File: src/rtl/pmp_read_responder.sv
`default_nettype none
// ============================================================================
// Module : pmp_read_responder
// Brief  : PMP responder. It answers MCU read strobes with FIFO bytes or a status byte.
// Rev    : 1.0  initial release
// ============================================================================
module pmp_read_responder #(
  parameter int DEPTH = 32,
  parameter int AW    = 5
) (
  input  logic       clk,
  input  logic       rst_n,
  input  logic [7:0] wr_data,
  input  logic       wr_valid,
  output logic       wr_ready,
  input  logic       pmenb,
  input  logic       pmwrn,
  input  logic       pmdc,
  input  logic       pmcs1,
  output logic [7:0] pmd,
  output logic       pmd_oe,
  output logic [5:0] level,
  output logic       underrun
);

  localparam logic [5:0] c_full_level = 6'(DEPTH);

  logic          r_en_s1, r_en_s2, r_en_d;
  logic          r_wrn_s1, r_wrn_s2;
  logic          r_dc_s1, r_dc_s2;
  logic          r_cs_s1, r_cs_s2;
  logic [1:0]    r_sync_vld;
  logic          r_armed;

  logic [7:0]    r_mem [DEPTH];
  logic [AW-1:0] r_wptr;
  logic [AW-1:0] r_rptr;
  logic [5:0]    r_level;
  logic [7:0]    r_pmd;
  logic          r_pmd_oe;
  logic          r_underrun;

  logic          w_acc;
  logic          w_empty;
  logic          w_push;
  logic          w_data_rd;
  logic          w_stat_rd;
  logic          w_pop;

  // Two-flop synchronizers plus edge history. r_armed blocks an access until
  // pmenb has been seen low after reset, so a strobe that is still high when
  // reset is released is not counted as a new access.
  always_ff @(posedge clk or negedge rst_n) begin
    if (!rst_n) begin
      r_en_s1    <= 1'b0;
      r_en_s2    <= 1'b0;
      r_en_d     <= 1'b0;
      r_wrn_s1   <= 1'b0;
      r_wrn_s2   <= 1'b0;
      r_dc_s1    <= 1'b0;
      r_dc_s2    <= 1'b0;
      r_cs_s1    <= 1'b0;
      r_cs_s2    <= 1'b0;
      r_sync_vld <= 2'b00;
      r_armed    <= 1'b0;
    end else begin
      r_en_s1    <= pmenb;
      r_en_s2    <= r_en_s1;
      r_en_d     <= r_en_s2;
      r_wrn_s1   <= pmwrn;
      r_wrn_s2   <= r_wrn_s1;
      r_dc_s1    <= pmdc;
      r_dc_s2    <= r_dc_s1;
      r_cs_s1    <= pmcs1;
      r_cs_s2    <= r_cs_s1;
      r_sync_vld <= {r_sync_vld[0], 1'b1};
      if (r_sync_vld[1] && !r_en_s2) begin
        r_armed <= 1'b1;
      end
    end
  end

  assign w_acc     = r_armed & r_en_s2 & ~r_en_d & r_cs_s2 & r_wrn_s2;
  assign w_empty   = (r_level == 6'd0);
  assign wr_ready  = (r_level != c_full_level);
  assign w_push    = wr_valid & wr_ready;
  assign w_data_rd = w_acc & r_dc_s2;
  assign w_stat_rd = w_acc & ~r_dc_s2;
  assign w_pop     = w_data_rd & ~w_empty;

  // Storage has no reset: clearing the pointers discards the contents.
  always_ff @(posedge clk) begin
    if (w_push) begin
      r_mem[r_wptr] <= wr_data;
    end
  end

  always_ff @(posedge clk or negedge rst_n) begin
    if (!rst_n) begin
      r_wptr     <= '0;
      r_rptr     <= '0;
      r_level    <= 6'd0;
      r_pmd      <= 8'h00;
      r_pmd_oe   <= 1'b0;
      r_underrun <= 1'b0;
    end else begin
      r_pmd_oe <= r_cs_s2 & r_wrn_s2;

      if (w_push) begin
        r_wptr <= r_wptr + AW'(1);
      end
      if (w_pop) begin
        r_rptr <= r_rptr + AW'(1);
      end

      case ({w_push, w_pop})
        2'b10:   r_level <= r_level + 6'd1;
        2'b01:   r_level <= r_level - 6'd1;
        default: r_level <= r_level;
      endcase

      if (w_data_rd) begin
        if (w_empty) begin
          r_pmd      <= 8'h00;
          r_underrun <= 1'b1;
        end else begin
          r_pmd <= r_mem[r_rptr];
        end
      end else if (w_stat_rd) begin
        // The returned byte carries the pre-clear underrun value.
        r_pmd      <= {w_empty, r_underrun, r_level};
        r_underrun <= 1'b0;
      end
    end
  end

  assign pmd      = r_pmd;
  assign pmd_oe   = r_pmd_oe;
  assign level    = r_level;
  assign underrun = r_underrun;

endmodule
`default_nettype wire

File: config.mk
export PLATFORM = sky130hd
export DESIGN_NAME = pmp_read_responder
export DESIGN_NICKNAME = d
export VERILOG_FILES = /design/src/rtl/pmp_read_responder.sv
export SDC_FILE = /design/constraint.sdc
export NUM_CORES = 1
export LEC_CHECK = 0
export ABC_CLOCK_PERIOD_IN_PS = 2400
export CORE_MARGIN = 2
export CORE_UTILIZATION = 55
export CTS_CLUSTER_SIZE = 28
export DETAILED_ROUTE_END_ITERATION = 8
export PLACE_DENSITY_LB_ADDON = 0.2
export SYNTH_ARGS = -nofsm -noshare
export SYNTH_HDL_FRONTEND = slang
export SYNTH_SLANG_ARGS = --single-unit
File: constraint.sdc
create_clock -name clk -period 2.4 [get_ports clk]
set_input_delay 0.24 -clock clk [delete_from_list [all_inputs] [get_ports clk]]
set_output_delay 0.24 -clock clk [all_outputs]
set_load 0.02 [all_outputs]
### After elaboration in Yosys (flattened, before gate mapping)

Memories as Yosys holds them, arrays and structs flattened.
Index checks and enable logic that the tools add are counted.

| word-level totals | value |
|---|---|
| register bits after elaboration | 38 |
| RAM bits | 256 |
| bits of input ports | 15 |
| output and inout port bits | 17 |
| logic and storage cells | 53 |
| memories | 1 |

| cells by class | value |
|---|---|
| $add $sub $neg | 4 |
| equality and inequality tests | 4 |
| mux-type cells | 9 |
| bitwise operators | 12 |
| reductions and logical operators | 6 |

Memory list:

| memory | words | bits a word | rd ports | clocked after memory_dff | write ports | RTL line | source |
|---|---|---|---|---|---|---|---|
| r_mem | 32 | 8 | 1 | 0 | 1 | 35 | `logic [7:0] r_mem [DEPTH];` |

Operator list:

| operator | count |
|---|---|
| $mux 8 | 3 |
| $pmux 6 s2 | 1 |
| $add 5x1->5 const B | 2 |
| $and 1x1->1 | 9 |
| $add 6x1->6 const B | 1 |
| $logic_not 6->1 | 1 |
| $ne 6x6->1 const B | 1 |
| $sub 6x1->6 const B | 1 |
| $mux 1 | 5 |
| $reduce_bool 2->1 | 2 |
| $not 1->1 | 3 |
| $eq 2x1->1 const B | 1 |
| $eq 2x2->1 const B | 1 |
| $ne 2x2->1 const B | 1 |
| $reduce_and 2->1 | 1 |
| $logic_and 1x1->1 | 1 |
| $logic_not 1->1 | 1 |

### Depth between registers and ports, before layout

| depth | value |
|---|---|
| depth after elaboration | 8 |
| gate-level depth with buffers | 14 |
| mapped depth without buffers | 11 |

### Least setup slack after synthesis

No wires, ideal clock.

| timing | value |
|---|---|
| path type | flip-flop to flip-flop |
| from | register r_level[1], in the netlist level[1] |
| to | register r_level[4], in the netlist level[4] |
| data arrival time | 2.648 ns |
| setup slack | -0.370 ns |
| stages on the path, launching flop included | 15 |
| period minus slack after synthesis | 2.770 ns |
| path through | dfrtp_1 -> buf_2 -> nor3_2 -> nand3_1 -> and3_1 -> buf_2 -> buf_2 -> ha_1 -> xor2_1 -> ha_1 -> nand3b_1 -> o21ai_0 -> a221oi_1 -> nor2_1 -> xnor2_1 |

| between the ends | value |
|---|---|
| longest elaborated chain between the ends | 5 |
| elaborated cells on any way between the ends | 11 |

Ends and longest elaborated chain:

| what | RTL line | source |
|---|---|---|
| start, declared | 38 | `logic [5:0] r_level;` |
| start signal, assigned | 117 | `2'b10: r_level <= r_level + 6'd1;` |
| start signal, assigned | 118 | `2'b01: r_level <= r_level - 6'd1;` |
| start signal, assigned | 119 | `default: r_level <= r_level;` |
| $logic_not 6->1 * | 84 | `assign w_empty = (r_level == 6'd0);` |
| $not 1->1 * | 89 | `assign w_pop = w_data_rd & ~w_empty;` |
| $and 1x1->1 * | 89 |  |
| named net w_pop | 48 | `logic w_pop;` |
| $eq 2x1->1 / $eq 2x2->1 (equally long branches) | 116 | `case ({w_push, w_pop})` |
| $pmux 6 s2 / $reduce_bool 2->1 (equally long branches) | - |  |

Mark *: on every way through the listed nets, which the timed path passes. The rest lies on a longest branch.
A chain may end at the register's enable or synchronous reset.

### Worst setup path after layout

| timing | value |
|---|---|
| from | register r_level[1], in the netlist level[1] |
| to | register r_level[4], in the netlist level[4] |

| between the ends | value |
|---|---|
| longest elaborated chain between the ends | 5 |
| elaborated cells on any way between the ends | 11 |

Ends and longest elaborated chain:

| what |
|---|
| parallel branches: the longest is 5 deep, another holds $sub 6x1->6 |

Several ways; the timed one is not identified.

==> impl_metrics.tcl <==
set metrics [dict create \
    status "finished, final reports clean" \
    reg2reg_depth 11 \
    timing_hold_violations_final 0 \
    finalWeightedCongestion 0.865 \
    worst-r2r-setup-slack_ns 0.07 \
    p_clk_frac 0.312 \
    p_sw_frac 0.276 \
    arrival_ns 2.74 \
    worstHoldPathType "in2reg" \
    clk_pin_slew_ns 0.06 \
    finClkSkew_ns 0.00910 \
    via_per_inst 5.92 \
    netlist_top_cells_count "256 x edfxtp_1, 46 x nor2_1, 44 x mux2i_1" \
    fill_cells 1420 \
    first_pass_iters 5 \
    max_freq_mhz 430 \
    num_antenna_cells 0 \
    worstSetupStartpointType "flop" \
    cts_buffer_depth 3 \
    vdd_drop_max_v 0.000602 \
    drive_gt1_frac 0.217 \
    yosys-top-cells-area "edfxtp_1 65%, dfrtp_1 8.1%, mux4_2 6.5%" \
    final_nets 760 \
    holdPathEnd "r_en_s1" \
    numCtsBuffers 29 \
    drv_cap 0 \
    critPathMaxFanout 6 \
    drc_errors 0 \
    grt_use_total 0.228 \
    grt_pass1_vias 6351 \
    total_power_mw 14.1 \
    r2r-start "level[1]" \
    setup_viol 0 \
    synth_most_common_cell "edfxtp_1" \
    cp.required_ns 2.82 \
    numPortBuffers 31 \
    switchingPower_mw 3.89 \
    synthArstFlopShare 0.129 \
    ys_seq_elements 294 \
    start_util 0.559 \
    worstHoldStart "pmenb" \
    timing.final.crit_share 0.969 \
    coreArea_um2 21000 \
    p_int_mw 10.2 \
    path_class "reg2reg" \
    placed_area_um2 12700 \
    clk_latency_ns 0.54 \
    synth_edf_count 256 \
    synth_top_cell_area_share 0.654 \
    overflow 0 \
    synthesis.area_um2 11800 \
    clkSinkCount 294 \
    antenna_found_initial 0 \
    stdcell_area_um2 13700 \
    netlist_instances 649 \
    synthFlopType "edfxtp_1" \
    powerDensity_nw_per_um2 1030 \
    rows 53 \
    wirelength_mm 24.5 \
    power_frac_comb 0.241 \
    worst_pin_slew_ns 0.874 \
    slew_headroom 0.417 \
    end_kind "flop" \
    cts_max_level 1 \
    rr_endpoint "level[4]" \
    holdPathStages 1 \
    yosys.cell_types.count 53 \
    synth_fp_nets 672 \
    root_buffer "clkbuf_16" \
    min_period_ns 2.33 \
    maxSlewViolCount 0 \
    ys_warn_count 0 \
    area_delta_synth_final_pct 16.3 \
    ys_seq_area_frac 0.735 \
    ios 32 \
    power_frac_seq 0.447 \
    dieArea_um2 22600 \
    grt_max_degree 39 \
    antenna_left 0 \
    power.leakage_nw 4.64 \
    synth.largest_area_cell "edfxtp_1" \
    wire_per_inst_um 23.7 \
    chipWidth_um 150 \
    die_h_um 150 \
    initialDrtViolationCount 506 \
    dp_hpwl_mm 15.6 \
    cts_tree "done" \
    num_vias 6121 \
    synth.avg_cell_area_um2 18.1 \
    grt_pass1_wl_mm 38.1 \
]
==> worst max-delay path by stage <==
stage                         from        to  cells after the start
after floorplan           level[0]  level[4]                     14
after global placement    wr_valid  level[4]                     12
after detailed placement  wr_valid  level[4]                     12
after CTS                 level[0]  level[4]                     11
after global routing      level[0]  level[4]                     11
final                     level[1]  level[4]                     11
==> power groups by stage <==
stage	registers [mW]	logic (mW)	clock network, mW
final	6.30	3.40	4.40
after global routing	6.34	3.67	4.66
after CTS	6.29	3.43	4.47
after detailed placement	6.40	3.39	0
after global placement	6.36	3.33	0
after floorplan	6.38	2.33	0
==> kinds of logic after synthesis <==
logic type | Yosys count | synth area share
multiplexers | 97 | 0.130
flip-flops | 294 | 0.735
adder cells (fa/ha/maj) | 8 | 0.00852
AND/OR/NAND/NOR | 94 | 0.0386
XOR/XNOR | 15 | 0.0112
other | 1 | 0.000319
AO/OA/AOI/OAI | 91 | 0.0521
buffers and inverters | 49 | 0.0246
==> state kept, by name, indices dropped and copies added (netlist names), 2 cells and up <==
name / flops
r_sync_vld: 2
r_mem: 256
level: 6
pmd: 8
r_rptr: 5
r_wptr: 5
==> timing repair <==
action,in CTS,in global routing
endpoints found under the hold margin,38,0
hold buffers,1,0
pin swaps,0,2
endpoints found under the setup margin,1,1
gates resized for setup,1,3
setup buffers,0,0
==> worst max-delay path, stage by stage, from the launching register on <==
cell	delay, ns
dfrtp_2	0.42
nor3_4	0.25
nand3_2	0.13
and3_4	0.22
ha_4	0.18
xor2_1	0.14
ha_2	0.19
nand3b_1	0.09
o21ai_1	0.08
a221oi_2	0.26
nor2_1	0.10
xnor2_1	0.13
==> cell type report <==
class                      instances  area [um^2]  area share
multi-input combinational        306         2870       0.210
sequential                       294         8650       0.633
inverter                          13         48.8     0.00357
clock buffer                      45          847      0.0620
timing repair buffer              93          823      0.0602
tap                              275          344      0.0252
clock inverter                     8         91.3     0.00668
==> cell usage in the layout (no fill, tap or decap), types with 11 or more instances in the layout <==
master,instances
clkdlybuf4s50_1,30
mux2_2,12
o21ai_1,14
dfrtp_1,33
a211oi_1,15
buf_4,57
mux4_2,34
o22ai_1,13
edfxtp_1,256
nor2_1,46
o21ai_0,21
xnor2_1,12
inv_1,12
mux2i_1,44
clkbuf_16,30
clkbuf_1,11
nand2_1,11
==> per-stage QoR <==
| step | instances | worst slack, ns | util | setup TNS, ns | hold WS, ns |
|---|---|---|---|---|---|
| final | 1034 | 0.0745 | 0.650 | 0 | 0.142 |
| after global routing | 1034 | -0.0221 | 0.650 | -0.0221 | 0.120 |
| after CTS | 1034 | 0.0465 | 0.650 | 0 | 0.125 |
| after detailed placement | 980 | -0.00736 | 0.604 | -0.00736 | 0.336 |
| after global placement | 980 | 0.111 | 0.604 | 0 | 0.335 |
| after floorplan | 649 | -0.165 | - | -0.202 | -0.0556 |
==> per-layer routing <==
layer	part of all wire	routed length [um]	track usage
met4	0.015	363	0.0524
met5	0	0	0
met3	0.056	1360	0.0288
met1	0.44	10600	0.328
met2	0.49	12100	0.381
(Power assumes the default switching activity.)
==> RTL edit 1, RTL diff (same flow settings) <==
`AW`: 5 -> 4.
--- a/src/rtl/pmp_read_responder.sv
+++ b/src/rtl/pmp_read_responder.sv
@@ -8,3 +8,3 @@
   parameter int DEPTH = 32,
-  parameter int AW    = 5
+  parameter int AW    = 4
 ) (
Function: same outputs for any inputs over 10 cycles, from zero or initial values and one cycle with rst_n low; that may be too few to reach the edited logic, so the function may still have changed.
==> RTL edit 1 against the original RTL <==
Design area shrank 43%. Combinational power shrank 36%. Sequential cell count shrank 130. Core utilization grew 0.57 points. Sequential power shrank 40%. Via count shrank 44%. First-iteration DRC count shrank 42%. Synthesized area shrank 43%. Routed wire length shrank 50%. Worst setup slack gained 0.082 ns. Sequential share of layout area shrank 2.4 points. Largest power group unchanged. Power shrank 39%. Die area shrank 42%.
==> RTL edit 1: results (changes against the original RTL) <==
distinct cell type count after synthesis: 48 (was 53)
number of nets in the finished design: 445 (was 760)
Post-Route Hold Slack: 0.252 ns (was 0.142 ns)
proportion of layout cells with a drive suffix above 1: 21.4% (was 21.7%)
routability congestion estimate from global placement: 0.805 (was 0.865)
layout clock buffer count: 21 (was 45)
capturing element of the worst setup path: level[5] (was level[4])
most area-consuming cells after synthesis: edfxtp_1, dfrtp_1, mux4_2 (unchanged)
final worst-path cycle share: 93.5% (was 96.9%)
cell area after placement: 0.00722 mm2 (was 0.0127 mm2)
post-detailed-placement half-perimeter wirelength: 7820 um (was 15600 um)
global-route total usage across every layer: 21.0% (was 22.8%)
synthesized area per cell: 18.3 um2 (was 18.1 um2)
CTS H-Tree Depth: 4 (was 1)
Pre-antenna DRT Iters: 4 (was 5)
cell count of the worst reg-to-reg path: 8 (was 11)
pin count of the biggest net entering global routing: 37 (was 39)
worst clock skew on the final layout: 0.0123 ns (was 0.00910 ns)
run status: finished, final reports clean (unchanged)
max reg flops: 128 (was 256)
Non-CTS inverters: 8 (was 13)
buffer type at the clock tree root: clkbuf_16 (unchanged)
leakage: 2.75 nW (was 4.64 nW)
hold_sp: pmwrn (was pmenb)
clock sink total: 164 (was 294)
count of routing violations after the opening detailed-route iteration: 295 (was 506)
Placed Instances: 548 (was 980)
number of CTS-inserted buffers: 17 (was 29)
comb_multi_in: 170 (was 306)
share of total power in sequential cells: 44.1% (was 44.7%)
internal power consumption: 6.07 mW (was 10.2 mW)
clock latency of the later-clocked register in the worst-skew pair: 0.43 ns (was 0.54 ns)
Longest Clk Path Bufs: 2 (was 3)
fin util: 65.6% (was 65.0%)
wire length of the first global-routing pass: 19300 um (was 38100 um)
count of flip-flops with a built-in enable after synthesis: 128 (was 256)
combined flip-flop and latch cell area: 0.00475 mm2 (was 0.00865 mm2)
total length of routed wires: 12300 um (was 24500 um)
combinational group share of total power: 25.5% (was 24.1%)
Vias: 3438 (was 6121)
delay of the slowest critical-path stage: 0.45 ns (was 0.42 ns)
wire length on met2: 6110 um (was 12100 um)
register fraction of the total cell area: 60.8% (was 63.3%)
multi-input combinational area share: 22.2% (was 21.0%)
non-clock buffer area fraction after layout: 6.98% (was 6.02%)
non-clock buffer instance count of the final layout: 61 (was 93)
FF-to-FF Start: level[5] (was level[1])
Syn Nets: 386 (was 672)
clock tree cell share of total cell area: 7.24% (was 6.86%)
ratio of total power to cell area: 1090 mW/mm2 (was 1030 mW/mm2)
proportion of synthesized flip-flops having asynchronous set or reset: 22.0% (was 12.9%)
most common library cells after synthesis: edfxtp_1, dfrtp_1, mux4_2 (was edfxtp_1, nor2_1, mux2i_1)
register-to-register setup slack: 0.16 ns (was 0.07 ns)
register area share after synthesis: 71.3% (was 73.5%)
met3 wire length: 755 um (was 1360 um)
==> RTL edit 1: metal layers <==
| layer | track usage [%] | vias up |
|---|---|---|
| li1 | - | 1561 |
| met4 | 7.89 | 0 |
| met3 | 6.75 | 13 |
| met1 | 27.8 | 1770 |
| met5 | 0 | - |
| met2 | 32.8 | 94 |
==> RTL edit 1: kinds of logic (layout without fill, tap and decap cells) <==
family / Yosys count / count (layout) / share of synthesized area [%]
AOI/OAI and AO/OA: 41 / 41 / 4.59
xor gates and xnor gates: 14 / 14 / 1.84
adders and majority gates: 8 / 8 / 1.50
buffers and inverters: 29 / 101 / 3.22
DFF: 164 / 164 / 71.3
muxes: 35 / 35 / 11.8
other: 1 / 1 / 0.0564
and+or+nand+nor: 71 / 71 / 5.66
==> RTL edit 1: repair_timing <==
item                                    4_1_cts  5_1_grt
setup buffers                                 0        1
endpoints found under the setup margin        0        1
hold endpoints to repair                     36        0
resized for setup                             0        3
hold buffers                                  1        0
==> RTL edit 2, RTL diff (same settings) <==
Made on the original files. Register the output `level` once more, with the module's reset; this adds one clock of latency there. The other outputs are not delayed to match.
--- a/src/rtl/pmp_read_responder.sv
+++ b/src/rtl/pmp_read_responder.sv
@@ -138,3 +138,9 @@
   assign pmd_oe   = r_pmd_oe;
-  assign level    = r_level;
+  always_ff @(posedge clk or negedge rst_n) begin
+    if (!rst_n) begin
+      level <= '0;
+    end else begin
+      level <= r_level;
+    end
+  end
   assign underrun = r_underrun;
Formal check against the unedited RTL: not equivalent (a bounded check fails within 4 cycles, from zero or initial values and one cycle with rst_n low).
==> RTL edit 2 against the original RTL <==
Power increased by 2.5%. Count of clock-buffer cells in the layout decreased by 7. Design area increased by 1.8%. Combinational power about the same. Sequential cell count increased by 6. Synthesized area increased by 1.5%. Clock skew increased by 0.0023 ns. Worst setup slack improved by 0.028 ns. Maximum frequency increased by 1.2%. Routed wire length increased by 2.3%. Critical path type unchanged.
==> RTL edit 2: results (changes against the original RTL) <==
run status: finished, final reports clean (unchanged)
worst supply voltage drop on vdd: 566 uV (was 602 uV)
Syn Nets: 678 (was 672)
count of filler cells inserted in the layout: 1425 (was 1420)
data arrival at the endpoint of the critical path: 2.72 ns (was 2.74 ns)
detailed-route vias per instance: 6.02 (was 5.92)
wire length of the first global-routing pass: 38300 um (was 38100 um)
number of nets in the finished design: 774 (was 760)
leakage: 4.78 nW (was 4.64 nW)
met3 usage in global routing: 3.07% (was 2.88%)
Routed met1 length: 10700 um (was 10600 um)
met3 wire length: 1520 um (was 1360 um)
Yosys Warn Count: 0 (unchanged)
cell area after placement: 0.0129 mm2 (was 0.0127 mm2)
vias in the first global route: 6520 (was 6351)
Clock Power Share: 31.2% (about the same)
global-route total usage across every layer: 22.7% (was 22.8%)
combinational cell power: 3.41 mW (was 3.40 mW)
worst setup timing slack at the placement stage: -0.0713 ns (was -0.00736 ns)
most common library cells after synthesis: edfxtp_1, nor2_1, dfrtp_1, mux2i_1, mux4_2 (was edfxtp_1, nor2_1, mux2i_1)
highest-delay cell along the critical path: dfrtp_1 (was dfrtp_2)
hold-critical path depth: 1 (unchanged)
most area-consuming cells after synthesis: edfxtp_1, dfrtp_1, mux4_2 (unchanged)
clock transition at the registers of the reported paths: 0.07 ns
Longest Clk Path Bufs: 3 (unchanged)
register area share after synthesis: 73.7% (was 73.5%)
buffer type at the clock tree root: clkbuf_16 (unchanged)
delay of the slowest critical-path stage: 0.41 ns
routability congestion estimate from global placement: 0.833 (was 0.865)
count of flip-flops with a built-in enable after synthesis: 256 (unchanged)
synthesized area per cell: 18.2 um2 (was 18.1 um2)
most common flop cell mapped by yosys: edfxtp_1 (unchanged)
max-capacitance violation count: 0 (unchanged)
wire length on met2: 12400 um (was 12100 um)
proportion of layout cells with a drive suffix above 1: 22.1% (was 21.7%)
Vias: 6311 (was 6121)
cell count of the worst reg-to-reg path: 11 (unchanged)
Diodes inserted: 0 (unchanged)
count of routing violations after the opening detailed-route iteration: 570 (was 506)
number of buffer cells added on primary ports: 31 (unchanged)
clock latency of the later-clocked register in the worst-skew pair: 0.54 ns (about the same)
path category of the worst min-delay check: in2reg (unchanged)
Placed Instances: 992 (was 980)
pin count of the biggest net entering global routing: 33 (was 39)
synth-to-layout area growth: 16.6% (was 16.3%)
slew at the pin with the worst max-slew slack: 0.802 ns (was 0.874 ns)
ratio of total power to cell area: 1040 mW/mm2 (was 1030 mW/mm2)
post-detailed-placement half-perimeter wirelength: 15600 um (about the same)
initial antenna violation count: 0 (unchanged)
max reg flops: 256 (unchanged)
internal power consumption: 10.4 mW (was 10.2 mW)
total length of routed wires: 25000 um (was 24500 um)
global routing usage on met2: 37.4% (was 38.1%)
proportion of synthesized flip-flops having asynchronous set or reset: 14.7% (was 12.9%)
CTS H-Tree Depth: 1 (unchanged)
largest driver fanout on the critical path: 6 (unchanged)
met1 usage in global routing: 32.6% (was 32.8%)
gate family responsible for the most delay along the worst path: simple AND/OR/NAND/NOR gates (unchanged)
worst clock skew on the final layout: 0.0114 ns (was 0.00910 ns)
uppermost layer routed: met4 (unchanged)
## RTL edit 2: changes by cell type in the layout (fill, tap and decap cells not counted), moves of 2 or more
cell,change
clkinv_2,+4
mux4_2,-8
o21ai_1,-2
clkbuf_1,-5
mux4_1,+8
dfrtp_2,-3
buf_4,+9
clkinvlp_4,+2
dfrtp_1,+8
## RTL edit 2: final cells by class
| cell class | count | share of cell area [%] |
|---|---|---|
| clock buffers | 38 | 5.67 |
| clock inverters | 16 | 1.20 |
| inverters | 13 | 0.351 |
| multi-input cells | 306 | 20.8 |
| flip-flops and latches | 300 | 63.2 |
| well taps | 275 | 2.47 |
| repair buffers | 101 | 6.26 |
## RTL edit 2: kinds of logic (layout without fill, tap and decap cells)
family | count (synthesis) | count (layout) | synth area share (%)
adder cells (fa/ha/maj) | 8 | 8 | 0.839
AO/OA/AOI/OAI | 91 | 91 | 5.13
AND/OR/NAND/NOR | 94 | 94 | 3.80
flip-flops | 300 | 300 | 73.7
other | 1 | 1 | 0.0314
XOR/XNOR | 15 | 15 | 1.10
buffers and inverters | 49 | 168 | 2.41
multiplexers | 97 | 97 | 13.0
## RTL edit 2: final timing paths
check                      startpoint         end  slack [ns]
max                        r_level[1]  r_level[4]        0.10
min                             pmenb     r_en_s1        0.15
max reg2reg                r_level[1]  r_level[4]        0.10
min reg2reg                  r_wrn_s1    r_wrn_s2        0.35
max in group asynchronous       rst_n  r_level[3]        1.49
min in group asynchronous       rst_n    level[3]        0.23
## RTL edit 2: repair_timing
| action | CTS | global route |
|---|---|---|
| setup endpoints to repair | 1 | 3 |
| hold buffers | 1 | 0 |
| buffers inserted | 1 | 1 |
| hold endpoints to repair | 24 | 0 |
| pin swaps | 1 | 0 |
| gates resized for setup | 2 | 6 |
